===== src/rtl/alu_bus_master_if.sv =====
// Command, response and slave-bus signals of the ALUwMul bus master.
// The master modport is the initiator side; the slave modport is the controller/slave-register side.
interface alu_bus_master_if;
  logic        cmd_valid;
  logic        cmd_ready;
  logic [31:0] cmd_a;
  logic [31:0] cmd_b;
  logic [3:0]  cmd_op;
  logic        rsp_valid;
  logic        rsp_ready;
  logic [63:0] rsp_data;
  logic        rsp_err;
  logic        M_sel;
  logic        M_wr;
  logic [7:0]  M_addr;
  logic [31:0] M_dout;
  logic [31:0] M_din;

  modport master (
    input  cmd_valid, cmd_a, cmd_b, cmd_op, rsp_ready, M_din,
    output cmd_ready, rsp_valid, rsp_data, rsp_err, M_sel, M_wr, M_addr, M_dout
  );

  modport slave (
    output cmd_valid, cmd_a, cmd_b, cmd_op, rsp_ready, M_din,
    input  cmd_ready, rsp_valid, rsp_data, rsp_err, M_sel, M_wr, M_addr, M_dout
  );
endinterface


===== src/rtl/alu_bus_master.sv =====
// Bus initiator for the ALUwMul slave: writes A/B/op, starts, polls done,
// reads the 64-bit result, clears the slave and returns the result.
module alu_bus_master #(
  parameter int POLL_TIMEOUT = 1024,
  parameter int TO_W         = 11
) (
  input  logic              clk,
  input  logic              reset,
  alu_bus_master_if.master  bus
);

  typedef enum logic [3:0] {
    IDLE, WR_A, WR_B, WR_OP, WR_GO, RD_ST, ST_W,
    RD_LO, LO_W, RD_HI, HI_W, WR_CLR, RSP
  } state_t;

  localparam logic [TO_W-1:0] TO_LAST = TO_W'(POLL_TIMEOUT - 1);

  state_t          state_r, state_s;
  logic [31:0]     b_r;
  logic [3:0]      op_r;
  logic [TO_W-1:0] cnt_r, cnt_s;
  logic [63:0]     data_r, data_s;
  logic            err_r, err_s;
  logic            fire_s;
  logic            cmd_ready_r, rsp_valid_r;
  logic            sel_r, sel_s;
  logic            wr_r, wr_s;
  logic [7:0]      addr_r, addr_s;
  logic [31:0]     dout_r, dout_s;

  assign fire_s = (state_r == IDLE) && bus.cmd_valid && cmd_ready_r;

  // Next-state, poll counter and result capture
  always_comb begin
    state_s = state_r;
    cnt_s   = cnt_r;
    data_s  = data_r;
    err_s   = err_r;
    case (state_r)
      IDLE: begin
        if (fire_s) begin
          state_s = WR_A;
          data_s  = 64'h0;
          err_s   = 1'b0;
        end else begin
          state_s = IDLE;
        end
      end
      WR_A:  state_s = WR_B;
      WR_B:  state_s = WR_OP;
      WR_OP: state_s = WR_GO;
      WR_GO: begin
        state_s = RD_ST;
        cnt_s   = {TO_W{1'b0}};
      end
      RD_ST: state_s = ST_W;
      ST_W: begin
        if (bus.M_din[0]) begin
          state_s = RD_LO;
        end else if (cnt_r == TO_LAST) begin
          err_s   = 1'b1;
          state_s = WR_CLR;
        end else begin
          cnt_s   = cnt_r + {{(TO_W-1){1'b0}}, 1'b1};
          state_s = RD_ST;
        end
      end
      RD_LO: state_s = LO_W;
      LO_W: begin
        data_s[31:0] = bus.M_din;
        state_s      = RD_HI;
      end
      RD_HI: state_s = HI_W;
      HI_W: begin
        data_s[63:32] = bus.M_din;
        state_s       = WR_CLR;
      end
      WR_CLR: state_s = RSP;
      RSP: begin
        if (bus.rsp_ready) begin
          state_s = IDLE;
        end else begin
          state_s = RSP;
        end
      end
      default: state_s = IDLE;
    endcase
  end

  // Bus drive for the upcoming state; registered below so the bus is glitch-free.
  // WR_A takes A straight from the port because it is the handshake edge.
  always_comb begin
    sel_s  = 1'b1;
    wr_s   = 1'b0;
    addr_s = 8'h00;
    dout_s = 32'h0;
    case (state_s)
      IDLE, RSP:   sel_s = 1'b0;
      WR_A:        begin wr_s = 1'b1; addr_s = 8'h00; dout_s = bus.cmd_a; end
      WR_B:        begin wr_s = 1'b1; addr_s = 8'h01; dout_s = b_r; end
      WR_OP:       begin wr_s = 1'b1; addr_s = 8'h02; dout_s = {28'h0, op_r}; end
      WR_GO:       begin wr_s = 1'b1; addr_s = 8'h03; dout_s = 32'h1; end
      RD_ST, ST_W: addr_s = 8'h04;
      RD_LO, LO_W: addr_s = 8'h06;
      RD_HI, HI_W: addr_s = 8'h07;
      WR_CLR:      begin wr_s = 1'b1; addr_s = 8'h05; dout_s = 32'h1; end
      default:     sel_s = 1'b0;
    endcase
  end

  // State, captured command and registered outputs
  always_ff @(posedge clk or posedge reset) begin
    if (reset) begin
      state_r     <= IDLE;
      b_r         <= 32'h0;
      op_r        <= 4'h0;
      cnt_r       <= {TO_W{1'b0}};
      data_r      <= 64'h0;
      err_r       <= 1'b0;
      cmd_ready_r <= 1'b1;
      rsp_valid_r <= 1'b0;
      sel_r       <= 1'b0;
      wr_r        <= 1'b0;
      addr_r      <= 8'h00;
      dout_r      <= 32'h0;
    end else begin
      state_r     <= state_s;
      cnt_r       <= cnt_s;
      data_r      <= data_s;
      err_r       <= err_s;
      cmd_ready_r <= (state_s == IDLE);
      rsp_valid_r <= (state_s == RSP);
      sel_r       <= sel_s;
      wr_r        <= wr_s;
      addr_r      <= addr_s;
      dout_r      <= dout_s;
      if (fire_s) begin
        b_r  <= bus.cmd_b;
        op_r <= bus.cmd_op;
      end else begin
        b_r  <= b_r;
        op_r <= op_r;
      end
    end
  end

  assign bus.cmd_ready = cmd_ready_r;
  assign bus.rsp_valid = rsp_valid_r;
  assign bus.rsp_data  = data_r;
  assign bus.rsp_err   = err_r;
  assign bus.M_sel     = sel_r;
  assign bus.M_wr      = wr_r;
  assign bus.M_addr    = addr_r;
  assign bus.M_dout    = dout_r;

endmodule


===== src/flat_wrapper.sv =====
// flat-port wrapper written by rule: the top's interface ports become plain ports
module alu_bus_master_flat 
#(
  parameter int POLL_TIMEOUT = 1024,
  parameter int TO_W         = 11
)
  (clk, reset, bus_cmd_valid, bus_cmd_a, bus_cmd_b, bus_cmd_op, bus_rsp_ready, bus_M_din, bus_cmd_ready, bus_rsp_valid, bus_rsp_data, bus_rsp_err, bus_M_sel, bus_M_wr, bus_M_addr, bus_M_dout);
  alu_bus_master_if bus_i ();
  input  logic clk;
  input  logic reset;
  input wire logic [$bits(bus_i.cmd_valid)-1:0] bus_cmd_valid;
  input wire logic [$bits(bus_i.cmd_a)-1:0] bus_cmd_a;
  input wire logic [$bits(bus_i.cmd_b)-1:0] bus_cmd_b;
  input wire logic [$bits(bus_i.cmd_op)-1:0] bus_cmd_op;
  input wire logic [$bits(bus_i.rsp_ready)-1:0] bus_rsp_ready;
  input wire logic [$bits(bus_i.M_din)-1:0] bus_M_din;
  output wire logic [$bits(bus_i.cmd_ready)-1:0] bus_cmd_ready;
  output wire logic [$bits(bus_i.rsp_valid)-1:0] bus_rsp_valid;
  output wire logic [$bits(bus_i.rsp_data)-1:0] bus_rsp_data;
  output wire logic [$bits(bus_i.rsp_err)-1:0] bus_rsp_err;
  output wire logic [$bits(bus_i.M_sel)-1:0] bus_M_sel;
  output wire logic [$bits(bus_i.M_wr)-1:0] bus_M_wr;
  output wire logic [$bits(bus_i.M_addr)-1:0] bus_M_addr;
  output wire logic [$bits(bus_i.M_dout)-1:0] bus_M_dout;
  assign bus_i.cmd_valid = bus_cmd_valid;
  assign bus_i.cmd_a = bus_cmd_a;
  assign bus_i.cmd_b = bus_cmd_b;
  assign bus_i.cmd_op = bus_cmd_op;
  assign bus_i.rsp_ready = bus_rsp_ready;
  assign bus_i.M_din = bus_M_din;
  assign bus_cmd_ready = bus_i.cmd_ready;
  assign bus_rsp_valid = bus_i.rsp_valid;
  assign bus_rsp_data = bus_i.rsp_data;
  assign bus_rsp_err = bus_i.rsp_err;
  assign bus_M_sel = bus_i.M_sel;
  assign bus_M_wr = bus_i.M_wr;
  assign bus_M_addr = bus_i.M_addr;
  assign bus_M_dout = bus_i.M_dout;
  alu_bus_master #(.POLL_TIMEOUT(POLL_TIMEOUT), .TO_W(TO_W)) u_core (.clk(clk), .reset(reset), .bus(bus_i));
endmodule

===== config.mk =====
export PLATFORM = sky130hd
export DESIGN_NAME = alu_bus_master_flat
export DESIGN_NICKNAME = d
export VERILOG_FILES = /design/src/rtl/alu_bus_master_if.sv /design/src/rtl/alu_bus_master.sv /design/src/flat_wrapper.sv
export SDC_FILE = /design/constraint.sdc
export NUM_CORES = 1
export LEC_CHECK = 0
export BUFFER_PORTS_ARGS = -buffer_cell sky130_fd_sc_hd__buf_2
export CAP_MARGIN = 20
export CORE_ASPECT_RATIO = 0.8
export CORE_MARGIN = 4
export CORE_UTILIZATION = 45
export CTS_CLUSTER_DIAMETER = 60
export DETAILED_ROUTE_END_ITERATION = 10
export GPL_TIMING_DRIVEN = 0
export PLACE_DENSITY = 0.73
export SYNTH_ARGS = -nofsm -noshare
export SYNTH_HDL_FRONTEND = slang
export SYNTH_SLANG_ARGS = --single-unit

===== constraint.sdc =====
create_clock -name clk -period 5.4 [get_ports clk]
set_clock_uncertainty 0.15 [all_clocks]
set_input_delay 0.27 -clock clk [delete_from_list [all_inputs] [get_ports clk]]
set_output_delay 0.27 -clock clk [all_outputs]
set_load 0.05 [all_outputs]

[Yosys cells after proc, flatten, opt, wreduce, memory -nomap -nowiden]
Index checks and enable logic that the tools add are counted.
Word-level totals
  bits in latches: 0
  bits of input ports: 104
  register bits after elaboration: 155
  memories kept: 0
  output and inout port bits: 109
  bits in writable memories: 0
  ROM bits: 0
  word-level logic and storage cells: 80
Operators by class
  mux-type cells: 19
  bitwise gates (word level): 0
  shifts and indexed selects: 0
  reductions and logical operators: 18
  add/sub/neg operators: 1
  $lt $le $gt $ge: 0
  div/mod/pow operators: 0
  equal/unequal tests: 29
  multipliers: 0
Operators with widths (number)
  32-bit one-hot mux with 2 select lines: 2
  32-bit one-hot mux with 4 select lines: 1
  64-bit 2-to-1 mux: 1
  4-bit one-hot mux with 13 select lines: 1
  4-bit == test, second input constant: 10
  4-bit by 3-bit == test with 1-bit output, second input constant: 8
  11-bit 2-to-1 mux: 2
  11-bit one-hot mux with 2 select lines: 1
  3-bit one-hot mux with 7 select lines: 1
  4-bit by 2-bit == test with 1-bit output, second input constant: 4
  4-bit 2-to-1 mux: 3
  11-bit by 1-bit adder with 11-bit output, second input constant: 1
  11-bit by 10-bit == test with 1-bit output, second input constant: 1
  11-bit OR reduction: 1
  4-bit by 1-bit == test with 1-bit output, second input constant: 2
  4-bit zero test: 2
  2-bit nonzero test: 4
  2-bit OR reduction: 4
  1-bit 2-to-1 mux: 6
  5-bit OR reduction: 1
  2-bit by 1-bit inequality test with 1-bit output, second input constant: 2
  2-bit inequality test, second input constant: 2
  2-bit AND reduction: 2
  4-bit AND reduction: 1
  other kinds (3): 4

[Longest topological paths before layout]
  depth after elaboration: 8
  depth in mapped cells: 8
  depth with buffers taken out: 7

[Least setup slack after synthesis]
No wires, ideal clock.
  kind: register to register
  start point: reg u_core.cmd_ready_r, in the netlist u_core.bus.cmd_ready
  end point: reg u_core.b_r[0]
  required time: 5125 ps
  path slack: 3330 ps
  period minus slack after synthesis: 2070 ps
  cell stages (with the launch flop): 7
  library setup time: 125 ps
  arrival time: 1795 ps
  buffers on the path: 3
  cell sequence: dfstp_2 -> and2_1 -> and3_1 -> buf_2 -> buf_6 -> buf_6 -> mux2_4
On the way
  word-level cells in the longest chain between the ends: 1
Ends and longest elaborated chain
  start, declared: line alu_bus_master.sv:26  | logic cmd_ready_r, rsp_valid_r;
  start signal, assigned: line alu_bus_master.sv:132  | cmd_ready_r <= (state_s == IDLE);
  1-bit logical AND: line alu_bus_master.sv:32  | assign fire_s = (state_r == IDLE) && bus.cmd_valid && cmd_ready_r;
  end signal, assigned: line alu_bus_master.sv:139  | b_r <= bus.cmd_b;
  end signal, assigned: line alu_bus_master.sv:142  | b_r <= b_r;
  end, declared: line alu_bus_master.sv:20  | logic [31:0] b_r;
No other way between the ends.
A chain may end at the register's enable or synchronous reset.

[Final worst setup path]
  start point: reg u_core.state_r[1]
  end point: reg u_core.b_r[31]
On the way
  word-level cells in the longest chain between the ends: 3
Ends and longest elaborated chain
  start, declared: line alu_bus_master.sv:19  | state_t state_r, state_s;
  start signal, assigned: line alu_bus_master.sv:128  | state_r <= state_s;
  4-bit zero test: line alu_bus_master.sv:32
  1-bit logical AND (2 in series): line alu_bus_master.sv:32
No other way between the ends.

==> reports/metrics.cfg <==
[die]
ioPinCount=213
die_area_um2=16500
dieWidth_um=143
std_cell_rows=39
die_h_um=116
core_um2=14200
initial_core_util=0.459

[clock_network]
cts_inserted_buffers=17
htreeDepth=4
clockBufferDepth=2
clock_tree.root_cell=clkbuf_16
clock_latency_ns=0.42
cts_tree=yes
cts_num_sinks=155
cts.clk_slew.worst_paths_ns=0.07

[hold_path]
hp-class=in -> reg

[sta]
maxSlewHeadroom=0.553
fmax_ghz=0.474
tightest_slew_ns=0.671
hold_viol=0
setup_viol=0
period_share=0.391
rsz0062_at_grt=false
finalCriticalPeriod_ns=2.11
hold_ws_ns=0.0214
finalMaxSlewViolations=0
finalSetupTns_ns=0

[detailed_routing]
ant_nets=0
via_per_inst=5.03
route.vias.total=5513
route.detailed.wl_per_inst_um=17.5
first_iter_violations=315
drt-total-wl_um=19100
drc=0
firstDrtPassIters=5

[synth]
yosys.area.top_type_share=0.590
synth_edf_count=0
syn_inst=569
synth_seq_cells=155
yosys_warnings=0
synth_area_leaders=dfrtp_1 59%, mux2_4 8.3%, nand2_1 8.2%
netlist_area_um2=6540
post-synth-top-area-cell=dfrtp_1
ys_seq_area_frac=0.594
synth_area_per_cell_um2=11.5
synthArstFlopShare=1.00
synth.distinct_cells=54
ys.flop_type=dfrtp_1

[global_route]
grt_use_met1=0.300
grt_pass1_vias=5775
use_met2=0.388
use_met3=0.0652
antenna_found_initial=0
grtUsageTotal=0.235
grt.busiest_layer=met2
grt_pass1_wl_um=30200
grt_overflow=0
grt_max_degree=86

[finish]
drive_gt1_frac=0.356
final_cells=1097
finalNetCount=1003
area_delta_synth_final_pct=44.7
fill_cells=1072

[placed_design]
placed_cells=964
portBuffers=206
routabilityCongestion=0.880
dp_hpwl_um=12300

[setup_path]
setup.worst_path.class=reg -> reg
arrival_ns=2.26
crit_path_end_kind=register
crit_path_start_kind=register
cp_data_required_time_ns=5.55
cp_max_fo=10

[power_and_ir_drop]
max-vdd-ir-drop_mv=0.454
cellPowerDensity_nw_per_um2=607
p_leak_nw=4.78

[flow_run]
drv_cap=0

[outcome]
status=finished, final reports clean

layout by cell type (no fill, tap or decap), types with 3 or more instances in the layout:
cell type	instances
buf_2	222
dfrtp_1	154
nand2_1	142
dlygate4sd3_1	99
o21ai_0	70
mux2_4	36
a22o_1	31
clkbuf_16	17
clkbuf_1	15
nor2_1	14
buf_6	7
a21oi_1	7
buf_4	6
xor2_1	6
and2_1	5
and3_1	5
conb_1	5
nand4_1	4
a21o_1	4
inv_6	4
nand3_1	3
nor2b_1	3
inv_1	3
bufinv_16	3
clkinvlp_4	3
per-stage QoR:
step / power [mW] / util / setup slack (ns) / cell area (µm²)
after floorplan: 3.79 / - / 0.804 / 6550
after global placement: 4.37 / 0.548 / -0.933 / 7810
after detailed placement: 4.42 / 0.551 / 3.29 / 7850
after CTS: 5.74 / 0.663 / 3.28 / 9450
after global routing: 6.02 / 0.663 / 3.15 / 9450
final: 5.74 / 0.664 / 3.29 / 9460
logic make-up after synthesis:
family,after synthesis,share of synthesized area
AO/OA/AOI/OAI,127,0.133
XOR/XNOR,8,0.0107
adder cells (fa/ha/maj),1,0.00191
buffers and inverters,49,0.0427
flip-flops,155,0.594
multiplexers,36,0.0827
other,1,0.000574
AND/OR/NAND/NOR,192,0.135
worst paths after layout:
kind / from / end / slack (ns) / depth (start not counted)
worst max-delay path: u_core.state_r[1]$_DFF_PP0_ / u_core.b_r[31]$_DFFE_PP0P_ / 3.29 / 7
worst min-delay path: bus_cmd_a[3] / u_core.bus.M_dout[3]$_DFF_PP0_ / 0.02 / 3
worst max register to register: u_core.state_r[1]$_DFF_PP0_ / u_core.b_r[31]$_DFFE_PP0P_ / 3.29 / 7
worst min register to register: u_core.b_r[9]$_DFFE_PP0P_ / u_core.bus.M_dout[9]$_DFF_PP0_ / 0.35 / 1
max in group asynchronous: reset / u_core.bus.cmd_ready$_DFF_PP1_ / 3.89 / 4
min in group asynchronous: reset / u_core.bus.rsp_data[56]$_DFFE_PP0P_ / 0.35 / 3
power by group:
part	switching (mW)	internal (mW)	leakage, nW
logic	1.83	0.777	2.49
registers	0.261	1.62	1.99
clock network	0.509	0.738	0.294
total	2.60	3.14	4.78
cell usage after synthesis, types with 2 or more instances:
cell type / number
and2_1: 5
o31ai_4: 2
xor2_1: 6
nor2_1: 14
xnor2_1: 2
a22o_1: 31
a21o_1: 4
o21ai_0: 70
dfrtp_1: 154
buf_4: 6
nand3_1: 3
nor2b_1: 3
and3_1: 5
mux2_4: 36
buf_6: 7
nand4_1: 4
a21oi_1: 7
buf_2: 16
nand2_1: 142
inv_1: 4
clkbuf_1: 15
sequential cells by signal, indices dropped and copies added (netlist names):
signal / count
u_core.bus.M_wr: 1
u_core.b_r: 32
u_core.state_r: 4
u_core.bus.rsp_data: 64
u_core.bus.M_addr: 3
u_core.bus.M_dout: 32
u_core.op_r: 4
u_core.bus.M_sel: 1
u_core.cnt_r: 11
u_core.bus.cmd_ready: 1
u_core.bus.rsp_valid: 1
u_core.bus.rsp_err: 1
metal layers:
metal	share of wire	wire length (µm)
met3	0.074	1420
met4	0.017	316
met1	0.42	8060
met5	0	0
met2	0.49	9350
critical path, stage by stage, from the launching register on:
cell     delay, ns
dfrtp_1       0.36
buf_4         0.19
nor2_4        0.19
and3_1        0.17
buf_2         0.22
buf_6         0.19
buf_6         0.20
mux2_4        0.32
final cells by class:
type,count,area (µm²),area share
diodes,2,5.00,0.000529
clock inverters,15,189,0.0200
inverters,5,23.8,0.00251
well taps,184,230,0.0243
flip-flops and latches,155,3880,0.410
plain buffers,44,260,0.0275
multi-input cells,369,2390,0.253
repair buffers,306,2050,0.217
clock buffers,17,425,0.0450
repair_timing:
| item | 4_1_cts | 5_1_grt |
|---|---|---|
| buffers inserted | 0 | 0 |
| endpoints found under the hold margin | 199 | 0 |
| resized for setup | 0 | 0 |
| hold buffers | 99 | 0 |
(Power assumes the default switching activity.)
